[src/rtl/mem_pkg.sv]
// Shared MEM-stage definitions: byte-lane enable constants, the store-buffer entry
// layout and the drain state machine states.
package mem_pkg;

  localparam int MEM_ADDR_W = 32;
  localparam int SB_WORD_W  = MEM_ADDR_W - 2;

  // Lane bit 0 is the most significant byte, data[31:24].
  localparam logic [3:0] BE_WORD = 4'b1111;
  localparam logic [3:0] BE_HI   = 4'b0011;
  localparam logic [3:0] BE_LO   = 4'b1100;
  localparam logic [3:0] BE_B0   = 4'b0001;
  localparam logic [3:0] BE_B1   = 4'b0010;
  localparam logic [3:0] BE_B2   = 4'b0100;
  localparam logic [3:0] BE_B3   = 4'b1000;

  typedef struct packed {
    logic [SB_WORD_W-1:0] addr;
    logic [31:0]          data;
    logic [3:0]           be;
  } sb_entry_t;

  typedef enum logic {
    IDLE,
    REQ
  } sb_state_e;

endpackage

[src/rtl/sb_lane_merge.sv]
// Per-byte-lane merge of new store data into an existing entry; enabled lanes take
// the new byte, the rest keep the old one.
module sb_lane_merge (
  input  logic [31:0] old_data,
  input  logic [3:0]  old_be,
  input  logic [31:0] new_data,
  input  logic [3:0]  new_we,
  output logic [31:0] merged_data,
  output logic [3:0]  merged_be
);

  for (genvar gi = 0; gi < 4; gi++) begin : g_lane
    assign merged_data[31-8*gi -: 8] = new_we[gi] ? new_data[31-8*gi -: 8]
                                                  : old_data[31-8*gi -: 8];
  end

  assign merged_be = old_be | new_we;

endmodule

[src/rtl/store_write_buffer.sv]
// Store write buffer: queues byte-enabled stores, merges same-word stores into the tail
// entry, drains to the data-memory bus with req/ack and flags loads that hit pending stores.
module store_write_buffer
  import mem_pkg::*;
#(
  parameter int DEPTH  = 4,
  parameter int ADDR_W = MEM_ADDR_W
) (
  input  logic              clk,
  input  logic              rst,
  input  logic              st_valid,
  input  logic [ADDR_W-1:0] st_addr,
  input  logic [31:0]       st_data,
  input  logic [3:0]        st_we,
  output logic              st_ready,
  input  logic              ld_valid,
  input  logic [ADDR_W-1:0] ld_addr,
  output logic              ld_stall,
  output logic              bus_req,
  output logic [ADDR_W-1:0] bus_addr,
  output logic [31:0]       bus_wdata,
  output logic [3:0]        bus_be,
  input  logic              bus_ack,
  output logic              empty
);

  localparam int PTR_W = $clog2(DEPTH);
  localparam int CNT_W = PTR_W + 1;
  localparam logic [PTR_W-1:0] PTR_ONE  = PTR_W'(1);
  localparam logic [CNT_W-1:0] CNT_ONE  = CNT_W'(1);
  localparam logic [CNT_W-1:0] CNT_FULL = CNT_W'(DEPTH);

  sb_entry_t mem [DEPTH];

  logic [PTR_W-1:0]     head_reg, tail_reg, tail_m1, wr_idx, nxt_idx;
  logic [CNT_W-1:0]     count_reg, count_next;
  sb_state_e            state_reg;
  logic                 bus_req_reg;
  logic [ADDR_W-1:0]    bus_addr_reg;
  logic [31:0]          bus_wdata_reg;
  logic [3:0]           bus_be_reg;
  logic [SB_WORD_W-1:0] st_word, ld_word;
  logic                 st_accept, issuing_tail, merge_en, push_en, pop_en, wr_en;
  sb_entry_t            merged, wr_val, nxt_entry;
  logic [DEPTH-1:0]     ld_hit;
  logic                 unused_addr_lsbs;

  assign unused_addr_lsbs = ^{st_addr[1:0], ld_addr[1:0]};

  assign st_word   = SB_WORD_W'(st_addr[ADDR_W-1:2]);
  assign ld_word   = SB_WORD_W'(ld_addr[ADDR_W-1:2]);
  assign tail_m1   = tail_reg - PTR_ONE;
  assign st_accept = st_valid && st_ready && (st_we != 4'b0000);

  // The tail entry may be merged into unless it is the head already held on the bus.
  assign issuing_tail = (state_reg == REQ) && (head_reg == tail_m1);
  assign merge_en = st_accept && (count_reg != '0) && !issuing_tail &&
                    (mem[tail_m1].addr == st_word);
  assign push_en  = st_accept && !merge_en;
  assign pop_en   = (state_reg == REQ) && bus_ack;

  sb_lane_merge u_merge (
    .old_data    (mem[tail_m1].data),
    .old_be      (mem[tail_m1].be),
    .new_data    (st_data),
    .new_we      (st_we),
    .merged_data (merged.data),
    .merged_be   (merged.be)
  );
  assign merged.addr = st_word;

  assign wr_en  = merge_en || push_en;
  assign wr_idx = merge_en ? tail_m1 : tail_reg;
  assign wr_val = merge_en ? merged : '{addr: st_word, data: st_data, be: st_we};

  // Next entry to present on the bus, bypassing a store written in this same cycle.
  assign nxt_idx   = (state_reg == REQ) ? (head_reg + PTR_ONE) : head_reg;
  assign nxt_entry = (wr_en && (wr_idx == nxt_idx)) ? wr_val : mem[nxt_idx];

  always_comb begin
    count_next = count_reg;
    if (push_en && !pop_en) begin
      count_next = count_reg + CNT_ONE;
    end else if (pop_en && !push_en) begin
      count_next = count_reg - CNT_ONE;
    end
  end

  always_ff @(posedge clk) begin
    if (wr_en) begin
      mem[wr_idx] <= wr_val;
    end
  end

  always_ff @(posedge clk or posedge rst) begin
    if (rst) begin
      head_reg      <= '0;
      tail_reg      <= '0;
      count_reg     <= '0;
      state_reg     <= IDLE;
      bus_req_reg   <= 1'b0;
      bus_addr_reg  <= '0;
      bus_wdata_reg <= '0;
      bus_be_reg    <= '0;
    end else begin
      count_reg <= count_next;
      if (push_en) begin
        tail_reg <= tail_reg + PTR_ONE;
      end
      if (pop_en) begin
        head_reg <= head_reg + PTR_ONE;
      end
      case (state_reg)
        IDLE: begin
          if (count_reg != '0) begin
            bus_req_reg   <= 1'b1;
            bus_addr_reg  <= {nxt_entry.addr[ADDR_W-3:0], 2'b00};
            bus_wdata_reg <= nxt_entry.data;
            bus_be_reg    <= nxt_entry.be;
            state_reg     <= REQ;
          end
        end
        REQ: begin
          if (bus_ack) begin
            if (count_next != '0) begin
              bus_addr_reg  <= {nxt_entry.addr[ADDR_W-3:0], 2'b00};
              bus_wdata_reg <= nxt_entry.data;
              bus_be_reg    <= nxt_entry.be;
            end else begin
              bus_req_reg <= 1'b0;
              state_reg   <= IDLE;
            end
          end
        end
        default: state_reg <= IDLE;
      endcase
    end
  end

  // Occupancy of slot gi is judged by its distance from head, so the in-flight head counts.
  for (genvar gi = 0; gi < DEPTH; gi++) begin : g_hit
    logic [PTR_W-1:0] offset;
    assign offset     = PTR_W'(gi) - head_reg;
    assign ld_hit[gi] = ({1'b0, offset} < count_reg) && (mem[gi].addr == ld_word);
  end

  assign ld_stall  = ld_valid && (|ld_hit);
  assign st_ready  = (count_reg < CNT_FULL);
  assign empty     = (count_reg == '0) && (state_reg == IDLE);
  assign bus_req   = bus_req_reg;
  assign bus_addr  = bus_addr_reg;
  assign bus_wdata = bus_wdata_reg;
  assign bus_be    = bus_be_reg;

endmodule

[config.mk]
export PLATFORM = sky130hd
export DESIGN_NAME = store_write_buffer
export DESIGN_NICKNAME = d
export VERILOG_FILES = /design/src/rtl/mem_pkg.sv /design/src/rtl/sb_lane_merge.sv /design/src/rtl/store_write_buffer.sv
export SDC_FILE = /design/constraint.sdc
export NUM_CORES = 1
export LEC_CHECK = 0
export ABC_AREA = 1
export CAP_MARGIN = 20
export CORE_MARGIN = 4
export CORE_UTILIZATION = 50
export CTS_CLUSTER_DIAMETER = 30
export DETAILED_ROUTE_END_ITERATION = 10
export GPL_TIMING_DRIVEN = 0
export PLACE_DENSITY_LB_ADDON = 0.05
export SETUP_SLACK_MARGIN = 0.2
export SYNTH_ARGS = -nofsm -noshare
export SYNTH_HDL_FRONTEND = slang
export SYNTH_SLANG_ARGS = --single-unit
export TNS_END_PERCENT = 5
[constraint.sdc]
create_clock -name clk -period 9.94 [get_ports clk]
set_input_delay 2.982 -clock clk [delete_from_list [all_inputs] [get_ports clk]]
set_output_delay 2.982 -clock clk [all_outputs]
set_load 0.01 [all_outputs]
==> impl_metrics.ini <==
[setup_path]
start_kind = input pin
setup.worst_path.class = input pin to output pin
cpPeakStageDelay_ps = 600
crit_path_max_fanout = 5
critical_path.top_delay_family = buffers and inverters
cp.arrival_ps = 5880
crit_buf_inv = 3
crit_chain = clkdlybuf4s50_1, inv_1, o2111ai_1, nor4_1, nand3_1, nor4_1, nand3_1, a41oi_1, clkdlybuf4s50_1
worst_setup_path_end_kind = output pin
worstPathRequired_ps = 6960
crit_path_top_delay_cell = clkdlybuf4s50_1

[logic_synthesis]
yosysTopAreaCell = edfxtp_1
ys.flop_type = edfxtp_1
synth_fa_ha_area_share_pct = 0.460
synthXorXnorAreaFrac_pct = 3.81
synth-edff-count = 264
synth.avg_cell_area_sq_um = 8.35
synthSimpleGateAreaFrac_pct = 27.6
synth_top_area_share_pct = 41.7
yosys_warnings = 0
synth_top_family_by_area = simple AND/OR/NAND/NOR gates
postSynthCellCount = 2279
synth.area.mux_share_pct = 0
yosys.cell_types.count = 40
syn-cell-area_sq_um = 19000
synth-seq-cells = 339
synth_area_leaders = edfxtp_1, nand2_1, dfrtp_1, nand3_1, nor2_1
ys_seq_area_share_pct = 51.5
synth-async-reset-ratio_pct = 22.1
synth-compound-area-share_pct = 10.1

[sta]
drv_slew = 0
maxSlewHeadroom_pct = 27.5
final.min_clock_period_ps = 8860
tightest_slew_ps = 1090
period_share_pct = 89.2
rsz0062_at_grt = false
fmax_mhz = 113
hold_viol = 0
finalSetupViolations = 0
fin_skew_ps = 43.0
fin_hold_ws_ps = 473

[clocking]
hold_buffers = 0
clkTransAtPathRegs_ps = 40
clkSinkCount = 339
clock_path_buffers = 3
cts_setup_buffers = 0
cts_resized = 0
worstSkewPairLatency_ps = 630
cts_root_buffer = clkbuf_16
cts_max_level = 3
cts_buffers = 85
tritoncts = built

[placed_design]
post-dp-hpwl_um = 49600
dp_cells = 2963
io_buffers = 161
gp_congestion = 1.02

[route]
routed-wl-met3_um = 6880
num_vias = 18300
drc = 1
drtIter0Drc = 2162
firstDrtPassIters = 10
antenna_left = 0
drt-met1-wl_um = 27900
wire_per_inst_um = 23.3
drt-vias-per-instance = 5.84
highest_layer = met5
wl_met2_um = 33800
wirelength_um = 72700

[global_route]
grt_remaining_overflow = 0
grt_pass1_vias = 17900
antenna_found_initial = 2
track_usage_pct = 34.5
grt_max_degree = 39
grt_pass1_wl_um = 108000

[power]
max-vdd-ir-drop_mv = 0.201
p_leak_uw = 0.0105
powerDensity_nw_per_um2 = 424

[outcome]
outcome = finished with violations
failed_checks = design-rule violations

[floorplan]
ios = 177
die_area_sq_um = 41200
num_rows = 71
fp.dieH_um = 203
core_sq_um = 37600
die_w_um = 203
initial_core_util_pct = 50.6

[cells_and_area]
nNetsFinal = 2651
instances_no_fill = 3124
drive_above_1_share_pct = 9.49
area_growth_pct = 30.0
n_fill_cell = 3170
largest_register_ffs = 264

[run]
drv_cap = 0

[worst_hold_path]
min_path_type = flop to flop
-- stage by stage --
stage	worst slack [ps]	power [uW]	setup TNS (ps)	util, %	area, sq um
floorplan	2510	5220	0	-	19000
global placement	-1460	7240	-371920	56.6	21300
detailed placement	1180	7310	0	57.4	21600
CTS	1170	10400	0	65.8	24700
global route	1090	11000	0	65.8	24700
finish	1080	10500	0	65.8	24700
-- worst min-delay path, stage by stage (launching register included) --
cell     delay (ps)
dfrtp_1         330
nand2_1          50
nand2_1          50
-- power breakdown --
part           switching [uW]  internal (uW)
combinational            3760           1620
sequential                183           1900
clock                     928           2100
-- cells by family after synthesis --
logic type,count (synthesis)
simple gates,1265
flops,339
compound gates,299
buf+inv,287
xor+xnor,81
fa+ha+maj,7
other cells,1
-- worst paths after layout --
| kind | start | end | slack (ps) | cells after the start |
|---|---|---|---|---|
| min in group asynchronous | rst | bus_wdata[24] | 2780 | 2 |
| min | bus_addr[12] | bus_addr[12] | 470 | 2 |
| max in group asynchronous | rst | tail_reg[0] | 6510 | 3 |
| max reg2reg | tail_reg[0] | mem[1][41] | 5340 | 16 |
| max | ld_addr[27] | ld_stall | 1080 | 9 |
| min reg2reg | bus_addr[12] | bus_addr[12] | 470 | 2 |
-- cell usage in the layout, fill, tap and decap left out, types with 10 or more instances in the layout --
cell type / n
a21oi_1: 50
clkbuf_1: 83
inv_1: 140
buf_1: 18
clkdlybuf4s50_1: 161
a31oi_1: 53
nor2_4: 10
nand4_1: 24
xor2_1: 23
nand3b_1: 13
buf_4: 15
a221oi_1: 34
a211oi_1: 68
o211ai_1: 14
or2_2: 11
nor2_1: 183
dfrtp_1: 75
clkbuf_16: 86
buf_2: 27
nand3_1: 189
xnor2_1: 57
nand2_1: 806
clkinv_2: 16
bufinv_16: 17
edfxtp_1: 264
o21ai_0: 68
-- final cells by class --
| type | instances | area, sq um | share of cell area, % |
|---|---|---|---|
| antenna | 1 | 2.50 | 0.0101 |
| buffer | 139 | 672 | 2.72 |
| clock buffer | 106 | 2310 | 9.33 |
| clock inverter | 54 | 876 | 3.54 |
| inverter | 148 | 558 | 2.26 |
| multi-input combinational | 1654 | 8030 | 32.4 |
| sequential | 339 | 9800 | 39.6 |
| tap | 511 | 639 | 2.58 |
| timing repair buffer | 172 | 1850 | 7.49 |
-- per-layer routing --
| metal | up-vias | global-route usage (%) |
|---|---|---|
| met2 | 1132 | 55.8 |
| li1 | 8256 | - |
| met3 | 249 | 6.87 |
| met5 | - | 0 |
| met1 | 8616 | 43.6 |
| met4 | 2 | 19.1 |
-- synth_stat cells (6+ instances only) --
master,count
clkbuf_1,71
edfxtp_1,264
nor3_1,7
a211oi_1,68
buf_4,15
nor4_1,9
buf_2,27
or2_2,11
nand2_1,806
nor2_1,187
xnor2_1,57
o21ai_0,68
nand2_2,6
inv_1,141
xor2_1,23
nand3_1,189
nand4_1,24
ha_1,7
nor2_4,6
buf_6,8
a31oi_1,53
a21oi_1,50
dfrtp_1,75
o211ai_1,14
nand3b_1,13
buf_1,18
a221oi_1,34
inv_2,6
Note: power is estimated with default switching activity, not from simulation.
